===== src/rtl/l1c_axi_refill_bridge_if.sv =====
// AXI4 master-port signal bundle used by the L1 refill bridge.
// The bridge drives the master modport; the memory/interconnect model uses slave.
interface l1c_axi_refill_bridge_if;
    logic [3:0]  ARID;
    logic [31:0] ARADDR;
    logic [3:0]  ARLEN;
    logic [2:0]  ARSIZE;
    logic [1:0]  ARBURST;
    logic        ARVALID;
    logic        ARREADY;

    logic [3:0]  RID;
    logic [31:0] RDATA;
    logic [1:0]  RRESP;
    logic        RLAST;
    logic        RVALID;
    logic        RREADY;

    logic [3:0]  AWID;
    logic [31:0] AWADDR;
    logic [3:0]  AWLEN;
    logic [2:0]  AWSIZE;
    logic [1:0]  AWBURST;
    logic        AWVALID;
    logic        AWREADY;

    logic [31:0] WDATA;
    logic [3:0]  WSTRB;
    logic        WLAST;
    logic        WVALID;
    logic        WREADY;

    logic [3:0]  BID;
    logic [1:0]  BRESP;
    logic        BVALID;
    logic        BREADY;

    modport master (
        output ARID, ARADDR, ARLEN, ARSIZE, ARBURST, ARVALID,
        input  ARREADY,
        input  RID, RDATA, RRESP, RLAST, RVALID,
        output RREADY,
        output AWID, AWADDR, AWLEN, AWSIZE, AWBURST, AWVALID,
        input  AWREADY,
        output WDATA, WSTRB, WLAST, WVALID,
        input  WREADY,
        input  BID, BRESP, BVALID,
        output BREADY
    );

    modport slave (
        input  ARID, ARADDR, ARLEN, ARSIZE, ARBURST, ARVALID,
        output ARREADY,
        output RID, RDATA, RRESP, RLAST, RVALID,
        input  RREADY,
        input  AWID, AWADDR, AWLEN, AWSIZE, AWBURST, AWVALID,
        output AWREADY,
        input  WDATA, WSTRB, WLAST, WVALID,
        output WREADY,
        output BID, BRESP, BVALID,
        input  BREADY
    );
endinterface


===== src/rtl/l1c_axi_refill_bridge.sv =====
// L1 cache miss responder: line refills become 4-beat INCR AXI reads replayed to the
// cache on consecutive cycles; single-word writes become 1-beat AXI writes with strobes.
module l1c_axi_refill_bridge #(
    parameter logic [3:0]  AXI_ID     = 4'h0,
    parameter int unsigned LINE_BEATS = 4
) (
    input  logic        clk,
    input  logic        rst,
    input  logic        I_rreq,
    input  logic        I_wreq,
    input  logic [31:0] I_addr,
    input  logic [31:0] I_in,
    input  logic [2:0]  I_type,
    output logic [31:0] I_out,
    output logic        I_wait,
    output logic        bus_err,
    l1c_axi_refill_bridge_if.master axi
);

    localparam logic [1:0] LastBeat = 2'(LINE_BEATS - 1);

    typedef enum logic [2:0] {
        StIdle, StAr, StRbuf, StStream, StWr, StWb, StWdone
    } state_e;

    state_e      state_q, state_d;
    logic [1:0]  cnt_q, cnt_d;
    logic [31:0] addr_q, addr_d;
    logic [31:0] wdata_q, wdata_d;
    logic [2:0]  type_q, type_d;
    logic [31:0] line_q [LINE_BEATS];
    logic [31:0] line_d [LINE_BEATS];
    logic        aw_done_q, aw_done_d;
    logic        w_done_q, w_done_d;
    logic        bus_err_q, bus_err_d;
    logic        aw_now, w_now;

    always_ff @(posedge clk or posedge rst) begin
        if (rst) begin
            state_q   <= StIdle;
            cnt_q     <= '0;
            addr_q    <= '0;
            wdata_q   <= '0;
            type_q    <= '0;
            aw_done_q <= 1'b0;
            w_done_q  <= 1'b0;
            bus_err_q <= 1'b0;
            for (int i = 0; i < int'(LINE_BEATS); i++) line_q[i] <= '0;
        end else begin
            state_q   <= state_d;
            cnt_q     <= cnt_d;
            addr_q    <= addr_d;
            wdata_q   <= wdata_d;
            type_q    <= type_d;
            aw_done_q <= aw_done_d;
            w_done_q  <= w_done_d;
            bus_err_q <= bus_err_d;
            for (int i = 0; i < int'(LINE_BEATS); i++) line_q[i] <= line_d[i];
        end
    end

    always_comb begin
        state_d   = state_q;
        cnt_d     = cnt_q;
        addr_d    = addr_q;
        wdata_d   = wdata_q;
        type_d    = type_q;
        aw_done_d = aw_done_q;
        w_done_d  = w_done_q;
        bus_err_d = bus_err_q;
        for (int i = 0; i < int'(LINE_BEATS); i++) line_d[i] = line_q[i];
        aw_now    = aw_done_q | (axi.AWVALID & axi.AWREADY);
        w_now     = w_done_q | (axi.WVALID & axi.WREADY);

        unique case (state_q)
            StIdle: begin
                cnt_d = '0;
                if (I_rreq) begin
                    state_d = StAr;
                    addr_d  = {I_addr[31:4], 4'h0};
                    // Cleared so words missing after an early RLAST replay as zero.
                    for (int i = 0; i < int'(LINE_BEATS); i++) line_d[i] = '0;
                end else if (I_wreq) begin
                    state_d   = StWr;
                    addr_d    = I_addr;
                    wdata_d   = I_in;
                    type_d    = I_type;
                    aw_done_d = 1'b0;
                    w_done_d  = 1'b0;
                end
            end
            StAr: begin
                if (axi.ARREADY) state_d = StRbuf;
            end
            StRbuf: begin
                if (axi.RVALID) begin
                    line_d[cnt_q] = axi.RDATA;
                    if (axi.RRESP != 2'b00 || axi.RID != AXI_ID) bus_err_d = 1'b1;
                    if (axi.RLAST || cnt_q == LastBeat) begin
                        state_d = StStream;
                        cnt_d   = '0;
                        if (cnt_q != LastBeat) bus_err_d = 1'b1;
                    end else begin
                        cnt_d = cnt_q + 2'd1;
                    end
                end
            end
            StStream: begin
                cnt_d = cnt_q + 2'd1;
                if (cnt_q == LastBeat) state_d = StIdle;
            end
            StWr: begin
                aw_done_d = aw_now;
                w_done_d  = w_now;
                if (aw_now && w_now) begin
                    state_d   = StWb;
                    aw_done_d = 1'b0;
                    w_done_d  = 1'b0;
                end
            end
            StWb: begin
                if (axi.BVALID) begin
                    if (axi.BRESP != 2'b00 || axi.BID != AXI_ID) bus_err_d = 1'b1;
                    state_d = StWdone;
                end
            end
            StWdone: state_d = StIdle;
            default: state_d = StIdle;
        endcase
    end

    always_comb begin
        axi.WSTRB = 4'hF;
        unique case (type_q[1:0])
            2'b00:   axi.WSTRB = 4'b0001 << addr_q[1:0];
            2'b01:   axi.WSTRB = 4'b0011 << {addr_q[1], 1'b0};
            default: axi.WSTRB = 4'hF;
        endcase
    end

    assign I_wait  = !(state_q == StStream || state_q == StWdone);
    assign I_out   = (state_q == StStream) ? line_q[cnt_q] : 32'h0;
    assign bus_err = bus_err_q;

    assign axi.ARID    = AXI_ID;
    assign axi.ARADDR  = addr_q;
    assign axi.ARLEN   = 4'(LINE_BEATS - 1);
    assign axi.ARSIZE  = 3'b010;
    assign axi.ARBURST = 2'b01;
    assign axi.ARVALID = (state_q == StAr);
    assign axi.RREADY  = (state_q == StRbuf);

    assign axi.AWID    = AXI_ID;
    assign axi.AWADDR  = addr_q;
    assign axi.AWLEN   = 4'h0;
    assign axi.AWSIZE  = 3'b010;
    assign axi.AWBURST = 2'b01;
    assign axi.AWVALID = (state_q == StWr) && !aw_done_q;
    assign axi.WDATA   = wdata_q;
    assign axi.WLAST   = 1'b1;
    assign axi.WVALID  = (state_q == StWr) && !w_done_q;
    assign axi.BREADY  = (state_q == StWb);

endmodule


===== src/flat_wrapper.sv =====
// flat-port wrapper written by rule: the top's interface ports become plain ports
module l1c_axi_refill_bridge_flat 
#(
    parameter logic [3:0]  AXI_ID     = 4'h0,
    parameter int unsigned LINE_BEATS = 4
)
  (clk, rst, I_rreq, I_wreq, I_addr, I_in, I_type, I_out, I_wait, bus_err, axi_ARID, axi_ARADDR, axi_ARLEN, axi_ARSIZE, axi_ARBURST, axi_ARVALID, axi_ARREADY, axi_RID, axi_RDATA, axi_RRESP, axi_RLAST, axi_RVALID, axi_RREADY, axi_AWID, axi_AWADDR, axi_AWLEN, axi_AWSIZE, axi_AWBURST, axi_AWVALID, axi_AWREADY, axi_WDATA, axi_WSTRB, axi_WLAST, axi_WVALID, axi_WREADY, axi_BID, axi_BRESP, axi_BVALID, axi_BREADY);
  l1c_axi_refill_bridge_if axi_i ();
  input  logic clk;
  input  logic rst;
  input  logic I_rreq;
  input  logic I_wreq;
  input  logic [31:0] I_addr;
  input  logic [31:0] I_in;
  input  logic [2:0] I_type;
  output logic [31:0] I_out;
  output logic I_wait;
  output logic bus_err;
  output wire logic [$bits(axi_i.ARID)-1:0] axi_ARID;
  output wire logic [$bits(axi_i.ARADDR)-1:0] axi_ARADDR;
  output wire logic [$bits(axi_i.ARLEN)-1:0] axi_ARLEN;
  output wire logic [$bits(axi_i.ARSIZE)-1:0] axi_ARSIZE;
  output wire logic [$bits(axi_i.ARBURST)-1:0] axi_ARBURST;
  output wire logic [$bits(axi_i.ARVALID)-1:0] axi_ARVALID;
  input wire logic [$bits(axi_i.ARREADY)-1:0] axi_ARREADY;
  input wire logic [$bits(axi_i.RID)-1:0] axi_RID;
  input wire logic [$bits(axi_i.RDATA)-1:0] axi_RDATA;
  input wire logic [$bits(axi_i.RRESP)-1:0] axi_RRESP;
  input wire logic [$bits(axi_i.RLAST)-1:0] axi_RLAST;
  input wire logic [$bits(axi_i.RVALID)-1:0] axi_RVALID;
  output wire logic [$bits(axi_i.RREADY)-1:0] axi_RREADY;
  output wire logic [$bits(axi_i.AWID)-1:0] axi_AWID;
  output wire logic [$bits(axi_i.AWADDR)-1:0] axi_AWADDR;
  output wire logic [$bits(axi_i.AWLEN)-1:0] axi_AWLEN;
  output wire logic [$bits(axi_i.AWSIZE)-1:0] axi_AWSIZE;
  output wire logic [$bits(axi_i.AWBURST)-1:0] axi_AWBURST;
  output wire logic [$bits(axi_i.AWVALID)-1:0] axi_AWVALID;
  input wire logic [$bits(axi_i.AWREADY)-1:0] axi_AWREADY;
  output wire logic [$bits(axi_i.WDATA)-1:0] axi_WDATA;
  output wire logic [$bits(axi_i.WSTRB)-1:0] axi_WSTRB;
  output wire logic [$bits(axi_i.WLAST)-1:0] axi_WLAST;
  output wire logic [$bits(axi_i.WVALID)-1:0] axi_WVALID;
  input wire logic [$bits(axi_i.WREADY)-1:0] axi_WREADY;
  input wire logic [$bits(axi_i.BID)-1:0] axi_BID;
  input wire logic [$bits(axi_i.BRESP)-1:0] axi_BRESP;
  input wire logic [$bits(axi_i.BVALID)-1:0] axi_BVALID;
  output wire logic [$bits(axi_i.BREADY)-1:0] axi_BREADY;
  assign axi_ARID = axi_i.ARID;
  assign axi_ARADDR = axi_i.ARADDR;
  assign axi_ARLEN = axi_i.ARLEN;
  assign axi_ARSIZE = axi_i.ARSIZE;
  assign axi_ARBURST = axi_i.ARBURST;
  assign axi_ARVALID = axi_i.ARVALID;
  assign axi_i.ARREADY = axi_ARREADY;
  assign axi_i.RID = axi_RID;
  assign axi_i.RDATA = axi_RDATA;
  assign axi_i.RRESP = axi_RRESP;
  assign axi_i.RLAST = axi_RLAST;
  assign axi_i.RVALID = axi_RVALID;
  assign axi_RREADY = axi_i.RREADY;
  assign axi_AWID = axi_i.AWID;
  assign axi_AWADDR = axi_i.AWADDR;
  assign axi_AWLEN = axi_i.AWLEN;
  assign axi_AWSIZE = axi_i.AWSIZE;
  assign axi_AWBURST = axi_i.AWBURST;
  assign axi_AWVALID = axi_i.AWVALID;
  assign axi_i.AWREADY = axi_AWREADY;
  assign axi_WDATA = axi_i.WDATA;
  assign axi_WSTRB = axi_i.WSTRB;
  assign axi_WLAST = axi_i.WLAST;
  assign axi_WVALID = axi_i.WVALID;
  assign axi_i.WREADY = axi_WREADY;
  assign axi_i.BID = axi_BID;
  assign axi_i.BRESP = axi_BRESP;
  assign axi_i.BVALID = axi_BVALID;
  assign axi_BREADY = axi_i.BREADY;
  l1c_axi_refill_bridge #(.AXI_ID(AXI_ID), .LINE_BEATS(LINE_BEATS)) u_core (.clk(clk), .rst(rst), .I_rreq(I_rreq), .I_wreq(I_wreq), .I_addr(I_addr), .I_in(I_in), .I_type(I_type), .I_out(I_out), .I_wait(I_wait), .bus_err(bus_err), .axi(axi_i));
endmodule

===== config.mk =====
export PLATFORM = sky130hd
export DESIGN_NAME = l1c_axi_refill_bridge_flat
export DESIGN_NICKNAME = d
export VERILOG_FILES = /design/src/rtl/l1c_axi_refill_bridge_if.sv /design/src/rtl/l1c_axi_refill_bridge.sv /design/src/flat_wrapper.sv
export SDC_FILE = /design/constraint.sdc
export NUM_CORES = 1
export LEC_CHECK = 0
export BUFFER_PORTS_ARGS = -buffer_cell sky130_fd_sc_hd__buf_2
export CAP_MARGIN = 20
export CORE_ASPECT_RATIO = 1.1
export CORE_MARGIN = 5
export CORE_UTILIZATION = 30
export CTS_CLUSTER_DIAMETER = 80
export DETAILED_ROUTE_END_ITERATION = 8
export MAX_ROUTING_LAYER = met4
export SYNTH_ARGS = -nofsm -noshare
export SYNTH_HDL_FRONTEND = slang
export SYNTH_SLANG_ARGS = --single-unit

===== constraint.sdc =====
create_clock -name clk -period 8.4 [get_ports clk]
set_clock_uncertainty 0.1 [all_clocks]
set_input_delay 1.68 -clock clk [delete_from_list [all_inputs] [get_ports clk]]
set_output_delay 1.68 -clock clk [all_outputs]
set_load 0.05 [all_outputs]

# Yosys cells after proc, flatten, opt, wreduce, memory -nomap -nowiden
# Cells that the tools add are included.
# op_classes
order_cmp	2
addsub	1
reduce_logical	29
bitwise	6
shifts	2
mux	38
n_eq_ne	20
# ops
op	n
$mux 128	2
$pmux 128 s2	1
$mux 32	6
$bwmux 128	1
$bmux 32 s2	1
$demux 32 s2	1
$mux 3	8
$pmux 3 s6	1
$ne 2x2->1 const B	6
$reduce_bool 2->1	6
$mux 1	10
$ne 2x1->1 const B	5
$eq 3x3->1 const B	3
$reduce_and 3->1	3
$pmux 4 s2	1
$reduce_bool 4->1	2
$reduce_and 7->1	1
$eq 3x2->1 const B	2
$pmux 1 s2	3
$pmux 2 s3	1
$logic_and 1x1->1	4
$logic_or 1x1->1	4
$mux 2	2
$reduce_and 2->1	2
other kinds (18)	22
# word_totals
wordCells	110
out_inout_bits	166
register_bits	202
inputBits	121

# Longest topological paths before layout
# Gate-level depths: netlist of run 1.
# depth
ltp_word	8
ltp_mapped	8
depth_no_buf	5

# Worst setup path before layout of run 1
# Ideal clock, no wire load.
# synth_path
path_kind	register to output
startpoint	register u_core.cnt_q[0]
endpoint	output port I_out[10]
required_time_ns	6.620
slack_ns	4.840
path_stages_with_launch	5
arrival_time_ns	1.780
path_buffers	2
cell_sequence	dfrtp_1 -> buf_2 -> buf_2 -> mux4_2 -> and3_1
# synth_between
elab_chain_cells	5
# synth_rtl
item	line_no	text
from (decl)	l1c_axi_refill_bridge.sv:27	logic [1:0] cnt_q, cnt_d;
from (signal assigned)	l1c_axi_refill_bridge.sv:51	cnt_q <= cnt_d;
$not 2->3 (implied by the code)	l1c_axi_refill_bridge.sv:142	assign I_out = (state_q == StStream) ? line_q[cnt_q] : 32'h0;
$bmux 32 s2	l1c_axi_refill_bridge.sv:142	
$mux 32 (implied by the code) (2 in series)	l1c_axi_refill_bridge.sv:142	
$mux 32	l1c_axi_refill_bridge.sv:142	
to (decl)	flat_wrapper.sv:16	output logic [31:0] I_out;
# No other way between the ends. The select of a mux whose other input is x is not followed.

# Worst setup path in the final report of run 1
# layout_path
startpoint	register u_core.cnt_q[0]
endpoint	output port I_out[30]
# Same word-level chain as after synthesis.

==> metrics, run 1 <==
Max IR drop VDD between 150 and 200 uV; worst path required time 6.62 ns; Power Internal around 2700 uW; Initial Util 30.5%; relative slew slack between 30% and 40%; Seq pwr share between 30% and 40%; Port-buffer cells 258; #FFs+latches synth about 200; final design area excluding fillers 0.0112 sq mm; kind of critical path register to primary output; Synth cell types 42; Setup-failing EPs final 0; layout cells sized above 1 around 45%; clk slew on worst S/H paths around 0.06 ns; routed vias/inst a little over 5; Net Sw Frac 45.7%; Post-synth EDFFs 0; All-Layer GR Usage 15.7%; Synth Area in Compound Gates between 15 and 20%; ys async rst share 100%; fin crit period between 4 and 5 ns; cts hold-fix bufs 0; f_max about 230 MHz; Final Max Slew Viols 0; XOR/XNOR share of the synthesized area less than 1%; status finished clean; Clock Path Buffers 3; core footprint 0.0297 sq mm; P&R area growth vs syn 23.8%; global-route wire length before repair 40.4 mm; static leakage between 0.005 and 0.006 uW; filler cell count 2,860; Yosys warning count 0; row count 66; via count 6,481; sequential element share of the synthesized area between 50 and 60%; DRC 0; die width about 180 um; post_cts resized 0; wire per inst 21.4 um; CTS tree yes; Worst Path Max Fanout 38; clock power share between 20% and 30%; HPWL after DPL ~17 mm; Synth Area in Simple Gates ~4.8%; worst min-delay path class register to register; post-synthesis average cell area 13.7 sq um; final WL 27.1 mm; largest family of logic cells by synthesized area multiplexers; Final period util 51.1%; Worst Path Arrival between 2 and 3 ns; maximum level of the CTS H-tree 1; root buffer cell clkbuf_16; Logic pwr share 46.9%; vias in the first global route 6,719; I/O Pins around 290; Hold Vio Cnt, Final 0; number of nets with antenna violations after routing 0; Synth Area in Adders 0.551%; sw power roughly 2300 uW; mux share of post-synthesis cell area roughly 16%; setup TNS 0 ns; First-pass DRT Iterations 4; die area 0.0339 sq mm; final-stage net count ~1,000; Post-DP Area 0.0104 sq mm; Syn Inst Count between 600 and 700; post-CTS setup buffer count 0; r2r setup slk around 5.8 ns; PwrDens around 440 mW/mm^2; Synth Cell Area about 0.0091 sq mm; initial antenna violation count 1; Final GP Congestion 0.727; GR Overflow Total 0; RSZ-0062 raised after global routing no; CTS Buf Count 23; DRT iter0 DRCs roughly 320; pin count of the biggest net entering global routing 126; Sink Count between 200 and 250; Top FF cell, synth dfrtp_1; clk_lat worst skew about 0.5 ns; worst slew pin tran slightly above 1 ns; DIE HEIGHT between 150 and 200 um; CP Launch Type register; number of max-cap violations 0; Setup crit end kind primary output
==> cell usage after synthesis, types with 4 or more instances <==
library cell / n / area [sq um]
nor2b_1: 6 / 37.5
o21bai_1: 4 / 30.0
clkbuf_1: 29 / 109
ha_1: 4 / 50.1
inv_1: 7 / 26.3
nor2_1: 11 / 41.3
a22o_1: 133 / 1160
buf_2: 24 / 120
o21ai_1: 5 / 25.0
mux4_2: 32 / 721
mux2_1: 17 / 191
and3_1: 41 / 257
buf_4: 60 / 450
mux2_2: 46 / 518
dfrtp_1: 202 / 5050
a21oi_1: 6 / 30.0
==> per-layer routing <==
layer | part of all wire (%) | GRT usage [%] | vias up
li1 | - | - | 2836
met1 | 41 | 19.5 | 3317
met3 | 8.5 | 4.11 | 35
met4 | 1.3 | 3.24 | 0
met2 | 49 | 26.0 | 293
met5 | 0 | - | -
==> power groups by stage <==
| stage | sequential (uW) | clock, uW | combinational (uW) |
|---|---|---|---|
| after floorplan | 2020 | 0 | 1370 |
| after global placement | 1540 | 0 | 2320 |
| after detailed placement | 1550 | 0 | 2340 |
| after CTS | 1540 | 1120 | 2340 |
| after global routing | 1590 | 1150 | 2440 |
| final | 1540 | 1080 | 2320 |
==> final timing paths <==
| check | to | cells after the start | startpoint |
|---|---|---|---|
| max | I_out[30] | 4 | u_core.cnt_q[0] |
| min | u_core.line_q[43] | 1 | u_core.line_q[43] |
| max reg2reg | u_core.line_q[75] | 6 | u_core.cnt_q[1] |
| min reg2reg | u_core.line_q[43] | 1 | u_core.line_q[43] |
| max in group asynchronous | u_core.line_q[55] | 3 | rst |
| min in group asynchronous | u_core.axi.ARADDR[14] | 2 | rst |
==> through the flow <==
stage / setup slack, ns / hold WS, ns / total power, uW / cells / utilization (%)
3_3_place_gp: 4.58 / 0.378 / 3860 / 1219 / 35.0
2_1_floorplan: 1.11 / 0.361 / 3390 / 690 / -
3_5_place_dp: 4.59 / 0.376 / 3890 / 1220 / 35.1
5_1_grt: 3.97 / 0.405 / 5180 / 1262 / 37.8
4_1_cts: 4.04 / 0.395 / 5000 / 1261 / 37.8
6_report: 4.11 / 0.391 / 4940 / 1262 / 37.8
==> sequential cells by signal, indices dropped and copies added (netlist names) <==
register	cells
u_core.bus_err	1
u_core.axi.WDATA	32
u_core.line_q	128
u_core.w_done_q	1
u_core.axi.ARADDR	32
u_core.type_q	2
u_core.aw_done_q	1
u_core.cnt_q	2
u_core.state_q	3
==> kinds of logic (layout without fill, tap and decap cells) <==
kind of cell | count (synthesis) | count (layout)
simple gates | 74 | 74
fa+ha+maj | 4 | 4
buf+inv | 121 | 318
flops | 202 | 202
other cells | 2 | 28
compound gates | 166 | 166
mux | 95 | 95
xor+xnor | 1 | 1
==> worst max-delay path: stages (launching register included) <==
cell     delay [ns]
dfrtp_2        0.34
buf_4          0.63
mux4_2         0.61
and3_1         0.20
buf_2          0.21
==> cell type report <==
type                    count  area, sq um  area share [%]
clock buffers              33          673            5.99
inverters                   7         33.8           0.300
multi-input cells         367         3470            30.9
clock inverters             8          145            1.29
repair buffers            270         1390            12.4
flip-flops and latches    202         5060            45.0
diodes                      1         2.50          0.0223
well taps                 374          468            4.16
==> placed cells by master, fill, tap and decap left out, types with 2 or more instances in the layout <==
| cell type | n |
|---|---|
| ha_1 | 4 |
| o21bai_1 | 4 |
| o21ai_4 | 5 |
| a21oi_1 | 6 |
| inv_1 | 6 |
| bufinv_16 | 4 |
| clkbuf_8 | 6 |
| buf_4 | 11 |
| clkbuf_16 | 23 |
| nor3_1 | 2 |
| o22ai_1 | 2 |
| dfrtp_1 | 200 |
| clkbuf_1 | 4 |
| dfrtp_2 | 2 |
| a31oi_1 | 2 |
| o21a_1 | 2 |
| nor4_1 | 2 |
| a41oi_1 | 2 |
| nor2_1 | 11 |
| mux4_2 | 32 |
| buf_2 | 258 |
| conb_1 | 27 |
| mux2_2 | 46 |
| clkinvlp_4 | 2 |
| mux2_1 | 17 |
| a22o_1 | 133 |
| nand2_1 | 3 |
| clkinv_2 | 2 |
| o21ai_0 | 3 |
| nor2b_1 | 5 |
| and3_1 | 41 |
No activity file was read; power rests on OpenSTA's default activity.
==> run 2: changes to the inputs <==
==> constraint.sdc (replaced) <==
create_clock -name clk -period 4.4 [get_ports clk]
set_clock_uncertainty 0.1 [all_clocks]
set_input_delay 0.88 -clock clk [delete_from_list [all_inputs] [get_ports clk]]
set_output_delay 0.88 -clock clk [all_outputs]
set_load 0.05 [all_outputs]
==> run 2 against run 1 <==
Combinational power rose by 88%. First-iteration DRC count increased by 4.1%. Die area stayed put. Setup slack worse by 3.4 ns. Core utilization grew 0.16 points. Sequential share of layout area is 0.19 points lower. Final area increased by 0.42%. Critical path type unchanged.
==> metrics, run 2 (same netlist as run 1, synthesis figures left out) <==
setup TNS 0 ns (unchanged); Largest Register u_core.line_q; CTS Buf Count 24 (+4.3%); pin count of the biggest net entering global routing 76 (-40%); Hold Vio Cnt, Final 0 (unchanged); number of nets with antenna violations after routing 0 (unchanged); worst slew pin tran 1.03 ns (+0.00679 ns); final WL 26.9 mm (-0.69%); layout cells sized above 1 45.2% (+0.41 points); number of max-cap violations 0 (unchanged); via count 6,338 (-2.2%); maximum level of the CTS H-tree 1 (unchanged); DRT iter0 DRCs 331 (+4.1%); Setup-failing EPs final 0 (unchanged); Initial Util 30.5% (unchanged); max FFs per register 128 (unchanged); cts hold-fix bufs 0 (unchanged); Final Util 38.0% (+0.16 points); PwrDens 832 mW/mm^2 (+89%); Max IR drop VDD 301 uV (+94%); clk slew on worst S/H paths 0.06 ns (about the same); filler cell count 2,863 (+0.10%); RSZ-0062 raised after global routing no; vias in the first global route 6,715 (-0.060%); Setup crit end kind primary output; Clock Path Buffers 3 (unchanged); fin crit period 3.66 ns; relative slew slack 31.1% (-0.71 points); Port-buffer cells 258 (unchanged); initial antenna violation count 4 (+3); Final Max Slew Viols 0 (unchanged); GR Overflow Total 0 (unchanged); All-Layer GR Usage 15.8% (+0.14 points); worst path required time 3.42 ns (-3.20 ns); HPWL after DPL 17.8 mm (+5.4%); clk_lat worst skew 0.51 ns (about the same); I/O Pins 287 (unchanged); root buffer cell clkbuf_16; global-route wire length before repair 40.7 mm (+0.72%); most frequent cells in the layout 258 x buf_2, 200 x dfrtp_1, 133 x a22o_1, 46 x mux2_2, 41 x and3_1; core footprint 0.0297 sq mm (unchanged); r2r setup slk 1.45 ns (-4.30 ns); CP Launch Type register; commonest non-fill, non-tap cell in the layout buf_2; die width 176 um (unchanged); Worst Path Max Fanout 23 (-39%); kind of critical path register to primary output; DIE HEIGHT 192 um (unchanged); row count 66 (unchanged); Final period util a little over four fifths; die area 0.0339 sq mm (unchanged); status finished clean; CP Launch Point u_core.cnt_q[0]; routed vias/inst 5.00 (-2.7%); Sink Count 202 (unchanged); P&R area growth vs syn 24.3%; static leakage 0.00568 uW (+0.59%); DRC 0 (unchanged); worst min-delay path class input port to async pin; CTS tree yes; Worst Path Arrival 2.68 ns (+0.17 ns); Final GP Congestion 0.708 (-2.6%); post-CTS setup buffer count 0 (unchanged); wire per inst 21.2 um (-1.2%); post_cts resized 0 (unchanged); First-pass DRT Iterations 4 (unchanged); f_max ~270 MHz; worst r2r src u_core.cnt_q[1]; final-stage net count 1,000 (+0.40%)
-- run 2: changes by cell type in the layout (fill, tap and decap cells not counted), sizes merged --
cell	delta
clkinvlp	-1
diode	+3
clkinv	+6
bufinv	-1
buf	+3
clkbuf	-4
-- run 2: per-stage QoR --
step / hold slack [ns] / total power [uW] / cells / worst slack [ns] / instance area, sq um
floorplan: 0.361 / 6470 / 690 / 0.804 / 9180
global placement: 0.377 / 7360 / 1221 / 1.21 / 10400
detailed placement: 0.376 / 7430 / 1222 / 1.21 / 10500
CTS: 0.349 / 9520 / 1263 / 0.641 / 11300
global route: 0.391 / 9860 / 1268 / 0.537 / 11300
finish: 0.343 / 9390 / 1268 / 0.738 / 11300
-- run 2: final cells by class --
class,instances,area (sq um),share of cell area [%]
tap,374,468,4.14
clock inverter,12,139,1.23
multi-input combinational,367,3470,30.7
antenna,4,10.0,0.0886
inverter,7,30.0,0.266
sequential,202,5060,44.8
clock buffer,29,661,5.85
timing repair buffer,273,1460,12.9
-- run 2: layer usage --
metal  wire (um)  share of wire (%)  global-route usage [%]  up-vias
met5           0                  0                       -        -
met4         495                1.8                    3.24        0
met3        2260                8.4                    4.21       33
met2       13100                 49                    26.2      262
met1       11000                 41                    19.7     3208
li1            -                  -                       -     2835
-- run 2: report_power, final --
part	switching (uW)	internal (uW)
Combinational	3010	1350
Sequential	517	2500
Clock	782	1240
-- run 2: final timing paths --
check,end,cells after the start
worst max-delay path,I_out[13],4
worst min-delay path,u_core.axi.ARADDR[16],2
worst max register to register,u_core.line_q[95],6
worst min register to register,u_core.line_q[8],1
max in group asynchronous,u_core.aw_done_q,3
min in group clk,u_core.line_q[8],1
-- run 2: worst max-delay path, stage by stage, from the launching register on --
cell and delay [ns]:
dfrtp_2 0.83, buf_4 0.38, mux4_2 0.53, and3_1 0.20, buf_2 0.21
